$ cat src/rtl/exu_alu_core.sv
// Execute-stage ALU: single-cycle ops finish in one cycle, MUL iterates shift-add over WIDTH cycles.
// One operation in flight; valid/ready on both the operand side and the result side.
module exu_alu_core #(
  parameter int WIDTH      = 32,
  parameter int FUNC_WIDTH = 4
) (
  input  logic                  clk,
  input  logic                  rst,
  input  logic                  flush,
  input  logic                  in_valid,
  output logic                  in_ready,
  input  logic [WIDTH-1:0]      alu_a,
  input  logic [WIDTH-1:0]      alu_b,
  input  logic [FUNC_WIDTH-1:0] alu_func,
  output logic                  out_valid,
  input  logic                  out_ready,
  output logic [WIDTH-1:0]      alu_result,
  output logic                  busy
);

  localparam logic [FUNC_WIDTH-1:0] F_NO_FUNC = FUNC_WIDTH'(0);
  localparam logic [FUNC_WIDTH-1:0] F_ADD     = FUNC_WIDTH'(1);
  localparam logic [FUNC_WIDTH-1:0] F_SUB     = FUNC_WIDTH'(2);
  localparam logic [FUNC_WIDTH-1:0] F_EQ      = FUNC_WIDTH'(3);
  localparam logic [FUNC_WIDTH-1:0] F_NE      = FUNC_WIDTH'(4);
  localparam logic [FUNC_WIDTH-1:0] F_LESS_U  = FUNC_WIDTH'(5);
  localparam logic [FUNC_WIDTH-1:0] F_LESS_S  = FUNC_WIDTH'(6);
  localparam logic [FUNC_WIDTH-1:0] F_AND     = FUNC_WIDTH'(7);
  localparam logic [FUNC_WIDTH-1:0] F_OR      = FUNC_WIDTH'(8);
  localparam logic [FUNC_WIDTH-1:0] F_XOR     = FUNC_WIDTH'(9);
  localparam logic [FUNC_WIDTH-1:0] F_SLL     = FUNC_WIDTH'(10);
  localparam logic [FUNC_WIDTH-1:0] F_SRL     = FUNC_WIDTH'(11);
  localparam logic [FUNC_WIDTH-1:0] F_SRA     = FUNC_WIDTH'(12);
  localparam logic [FUNC_WIDTH-1:0] F_MUL     = FUNC_WIDTH'(13);

  localparam int SHW = (WIDTH > 1) ? $clog2(WIDTH) : 1;
  localparam int CW  = (WIDTH > 1) ? $clog2(WIDTH) : 1;
  localparam logic [CW-1:0] CNT_LAST = CW'(WIDTH - 1);

  localparam logic [1:0] ST_IDLE = 2'd0;
  localparam logic [1:0] ST_MUL  = 2'd1;
  localparam logic [1:0] ST_DONE = 2'd2;

  logic [1:0]       state_q, state_d;
  logic [WIDTH-1:0] acc_q, acc_d;
  logic [WIDTH-1:0] mcand_q, mcand_d;
  logic [WIDTH-1:0] mplier_q, mplier_d;
  logic [CW-1:0]    cnt_q, cnt_d;
  logic [WIDTH-1:0] res_q, res_d;

  logic [WIDTH-1:0] alu_res;
  logic [SHW-1:0]   shamt;
  logic             accept;

  assign shamt = alu_b[SHW-1:0];

  always_comb begin
    alu_res = '0;
    case (alu_func)
      F_ADD:    alu_res = alu_a + alu_b;
      F_SUB:    alu_res = alu_a - alu_b;
      F_EQ:     alu_res = {{(WIDTH-1){1'b0}}, alu_a == alu_b};
      F_NE:     alu_res = {{(WIDTH-1){1'b0}}, alu_a != alu_b};
      F_LESS_U: alu_res = {{(WIDTH-1){1'b0}}, alu_a < alu_b};
      F_LESS_S: alu_res = {{(WIDTH-1){1'b0}}, $signed(alu_a) < $signed(alu_b)};
      F_AND:    alu_res = alu_a & alu_b;
      F_OR:     alu_res = alu_a | alu_b;
      F_XOR:    alu_res = alu_a ^ alu_b;
      F_SLL:    alu_res = alu_a << shamt;
      F_SRL:    alu_res = alu_a >> shamt;
      F_SRA:    alu_res = WIDTH'($signed(alu_a) >>> shamt);
      F_NO_FUNC: alu_res = '0;
      default:  alu_res = '0;
    endcase
  end

  // in_ready comes straight from the state flop; flush only gates the accept itself.
  assign accept = in_valid && (state_q == ST_IDLE) && !flush;

  always_comb begin
    state_d  = state_q;
    acc_d    = acc_q;
    mcand_d  = mcand_q;
    mplier_d = mplier_q;
    cnt_d    = cnt_q;
    res_d    = res_q;
    case (state_q)
      ST_IDLE: begin
        if (accept) begin
          if (alu_func == F_MUL) begin
            mcand_d  = alu_a;
            mplier_d = alu_b;
            acc_d    = '0;
            cnt_d    = '0;
            state_d  = ST_MUL;
          end else begin
            res_d   = alu_res;
            state_d = ST_DONE;
          end
        end
      end
      ST_MUL: begin
        acc_d    = acc_q + (mplier_q[0] ? mcand_q : '0);
        mcand_d  = mcand_q << 1;
        mplier_d = mplier_q >> 1;
        cnt_d    = cnt_q + CW'(1);
        if (cnt_q == CNT_LAST) begin
          res_d   = acc_d;
          state_d = ST_DONE;
        end
      end
      ST_DONE: begin
        if (out_ready) state_d = ST_IDLE;
      end
      default: state_d = ST_IDLE;
    endcase
    // Abort drops any partial product but leaves the last delivered result in place.
    if (flush) begin
      state_d  = ST_IDLE;
      acc_d    = '0;
      mcand_d  = '0;
      mplier_d = '0;
      cnt_d    = '0;
      res_d    = res_q;
    end
  end

  always_ff @(posedge clk or posedge rst) begin
    if (rst) begin
      state_q  <= ST_IDLE;
      acc_q    <= '0;
      mcand_q  <= '0;
      mplier_q <= '0;
      cnt_q    <= '0;
      res_q    <= '0;
    end else begin
      state_q  <= state_d;
      acc_q    <= acc_d;
      mcand_q  <= mcand_d;
      mplier_q <= mplier_d;
      cnt_q    <= cnt_d;
      res_q    <= res_d;
    end
  end

  assign in_ready   = (state_q == ST_IDLE);
  assign out_valid  = (state_q == ST_DONE);
  assign busy       = (state_q == ST_MUL) || (state_q == ST_DONE);
  assign alu_result = res_q;

endmodule

$ cat config.mk
export PLATFORM = sky130hd
export DESIGN_NAME = exu_alu_core
export DESIGN_NICKNAME = d
export VERILOG_FILES = /design/src/rtl/exu_alu_core.sv
export SDC_FILE = /design/constraint.sdc
export NUM_CORES = 1
export LEC_CHECK = 0
export BUFFER_PORTS_ARGS = -buffer_cell sky130_fd_sc_hd__clkbuf_2
export CAP_MARGIN = 20
export CORE_MARGIN = 1
export CORE_UTILIZATION = 30
export CTS_CLUSTER_DIAMETER = 150
export DETAILED_ROUTE_END_ITERATION = 12
export GPL_TIMING_DRIVEN = 0
export HOLD_SLACK_MARGIN = 0.15
export PLACE_DENSITY = 0.45
export SYNTH_ARGS = -nofsm -noshare
export SYNTH_HDL_FRONTEND = slang
export SYNTH_SLANG_ARGS = --single-unit
$ cat constraint.sdc
create_clock -name clk -period 7.8 [get_ports clk]
set_clock_uncertainty 0.2 [all_clocks]
set_input_delay 0.78 -clock clk [delete_from_list [all_inputs] [get_ports clk]]
set_output_delay 0.78 -clock clk [all_outputs]
set_load 0.02 [all_outputs]
==> results by group <==
Power
  • Design Power: 2.67 mW
  • PD cells: 142 mW/mm^2
  • Max IR drop VDD: 0.000139 V
  • Leak: 7.86 nW

Logic synthesis
  • Ys Warns: 0
  • Synth top area share: 20.2%
  • Mapped Area: 0.0167 mm^2
  • Gate Count Post-Synth: 2193
  • Synth Area per Inst: 7.63 um^2
  • Syn nets: 2405
  • Most common cell in the netlist: nor2_1
  • Top_reg_cell synth: dfrtp_1
  • Largest area contributor in the netlist: dfrtp_1
  • Fraction of registers with async set/reset: 100%
  • Post-synth EDFFs: 0
  • List of most frequent post-synthesis cells: nor2_1, nand2_1, a21oi_1
  • Register area share after synthesis: 20.2%
  • Synthesis-stage register bit count: 135
  • Top post-synthesis cells by area: dfrtp_1, ha_1, mux2i_1, nor2_1, a21oi_1
  • Synth cell types: 88

Timing
  • Post-route setup slack: 1.14 ns
  • Min Tclk post-route: 6.66 ns
  • Period utilization: 85.4%
  • Slew Limit Fails: 0
  • Slew of the pin with the lowest slew margin: 1.26 ns
  • Unrepaired setup endpoints after global routing: false
  • Fmax achieved: 150 MHz
  • Max_slew headroom: 15.5%
  • Final Hold Fails: 0
  • TNS Setup: 0 ns
  • # setup viols final: 0
  • Hold Slack: 0.179 ns

Routing
  • Via/cell ratio: 6.14
  • Initial DRC Count: 2316
  • Routed WL per cell: 30.7 um
  • Routed Antenna Nets: 0
  • Total detailed-routing wirelength: 94700 um
  • DR DRC count: 0
  • TritonRoute pass-1 iters: 6
  • Via count: 18900

Clock network
  • Post-CTS Setup Bufs: 0
  • Htree depth: 4
  • CTS tree: built
  • Num Clock Sinks: 135
  • CTS buffer count: 17
  • CTS Buffer Depth: 2
  • Worst-skew pair later-pin latency: 0.47 ns
  • Clock-pin slew on the worst setup and hold paths: 0.07 ns
  • CTS root buf: clkbuf_16
  • Hold Buf Count CTS: 0
  • Cts repair resizes: 0

Setup path
  • Crit-path max FO: 11
  • CP peak stage delay: 0.99 ns
  • WP data arrival: 6.77 ns
  • Crit start category: input port
  • Critical path data required time: 7.92 ns
  • Setup Crit Path Kind: input port to flop
  • Crit path max-delay family: compound AO/OA/AOI/OAI gates
  • Worst-path cell chain: clkbuf_2, clkbuf_1, clkinv_1, clkbuf_1, clkbuf_1, ha_1, a21oi_1, a21boi_1, o21ai_0, o31ai_1, nand2_1, nand2b_1, a21oi_1, a221o_1, a221oi_1, o31ai_1
  • Worst setup EP type: flop
  • Slowest-stage cell, CP: o31ai_1
  • Cell mode on critical path: clkbuf_1
  • WP buf/inv: 5

Die
  • Starting density of the core: 30.4%
  • Die Width: 238 um
  • Die area: 0.0567 mm^2
  • Core Area: 0.0551 mm^2
  • Ports: 108
  • Rows: 86
  • Chip height: 238 um

Cells and area
  • Fin cells: 3080
  • Final net count: 2531
  • Area grow syn2layout: 12.4%
  • Fill cell instance count of the final layout: 6012
  • Share of cells above drive strength 1: 9.95%

Placement
  • Worst slack, placed: 0.988 ns
  • Placed Cells: 3048
  • DP HPWL: 76600 um
  • GP Congestion: 1.01
  • Port buffer count: 105

Min path
  • Hold Crit Class: input port to asynchronous set/reset pin

Global routing
  • Vias in the first global route: 17800
  • Total global-route track usage: 33.1%
  • First-pass GRT wire length: 133000 um
  • Largest net degree at the start of global routing: 73
  • Total grt overflow: 0
  • Initial antenna violation count: 3

Outcome
  • Status: finished, final reports clean

Job
  • Maxcap violations: 0
==> state kept, by name (all words and copies together) (netlist names) <==
| name | count |
|---|---|
| acc_q | 32 |
| mplier_q | 32 |
| cnt_q | 5 |
| alu_result | 32 |
| state_q | 2 |
| mcand_q | 32 |
==> kinds of logic (layout without fill, tap and decap cells) <==
family / count (synthesis) / count (layout) / synth area share [%]
buffers and inverters: 274 / 412 / 6.48
other: 0 / 1 / 0
flip-flops: 135 / 135 / 20.2
multiplexers: 177 / 177 / 12.9
AO/OA/AOI/OAI: 724 / 724 / 28.9
adder cells (fa/ha/maj): 139 / 139 / 10.5
AND/OR/NAND/NOR: 711 / 711 / 19.3
XOR/XNOR: 33 / 33 / 1.73
==> worst paths after layout <==
path | start | end | slack, ns | cells past startpoint
worst min register to register | alu_result[9] | alu_result[9] | 0.27 | 2
worst max-delay path | alu_b[3] | alu_result[18] | 1.14 | 16
worst min-delay path | rst | acc_q[27] | 0.18 | 2
max in group asynchronous | rst | mcand_q[6] | 6.41 | 3
min in group clk | alu_result[9] | alu_result[9] | 0.27 | 2
worst max register to register | mplier_q[0] | alu_result[29] | 3.03 | 13
==> where the power goes <==
part	total [mW]	switching, mW	internal, mW
registers	0.803	0.0435	0.760
clock network	0.789	0.339	0.450
logic	1.08	0.756	0.323
==> final cells by class <==
class / instances / area, um^2 / area share (%)
Sequential cell: 135 / 3380 / 18.0
Antenna cell: 1 / 2.50 / 0.0133
Clock inverter: 12 / 104 / 0.553
Timing Repair Buffer: 107 / 564 / 3.00
Inverter: 104 / 395 / 2.10
Multi-Input combinational cell: 1784 / 12300 / 65.3
Clock buffer: 19 / 453 / 2.41
Buffer: 170 / 693 / 3.69
Tap cell: 748 / 936 / 4.98
==> per-layer routing <==
metal  vias to the layer above  GRT usage (%)  wire (um)
li1                       8316              -          -
met1                      9334           43.8      40600
met2                      1029           50.3      40700
met3                       221           6.06       6930
met4                         0           19.2       6450
met5                         -              0          0
==> placed cells by master (no fill, tap or decap), types with 11 or more instances in the layout <==
cell and count:
nor2_1 261, nand2_1 218, a21oi_1 188, mux2i_1 136
ha_1 136, dfrtp_1 135, clkbuf_1 131, o21ai_0 115
clkbuf_2 105, inv_1 100, a211oi_1 98, nand3_1 49
and2_1 40, o211ai_1 39, a31oi_1 31, o31ai_1 30
mux4_2 29, a21o_1 26, o221ai_1 26, nor3_1 25
a221oi_1 24, xnor2_1 22, o21bai_1 22, nand2b_1 19
o21a_1 17, buf_2 17, clkbuf_16 17, nor2b_1 15
buf_1 14, nand4_1 14, o22ai_1 14, a22oi_1 13
mux2_2 12, xor2_1 11, or2_2 11
==> metrics by stage <==
| step | utilization, % | instance area [um^2] |
|---|---|---|
| floorplan | - | 16700 |
| global placement | 33.0 | 18200 |
| detailed placement | 33.1 | 18200 |
| CTS | 34.1 | 18800 |
| global route | 34.1 | 18800 |
| finish | 34.1 | 18800 |
Power figures use the tool's default switching activity.
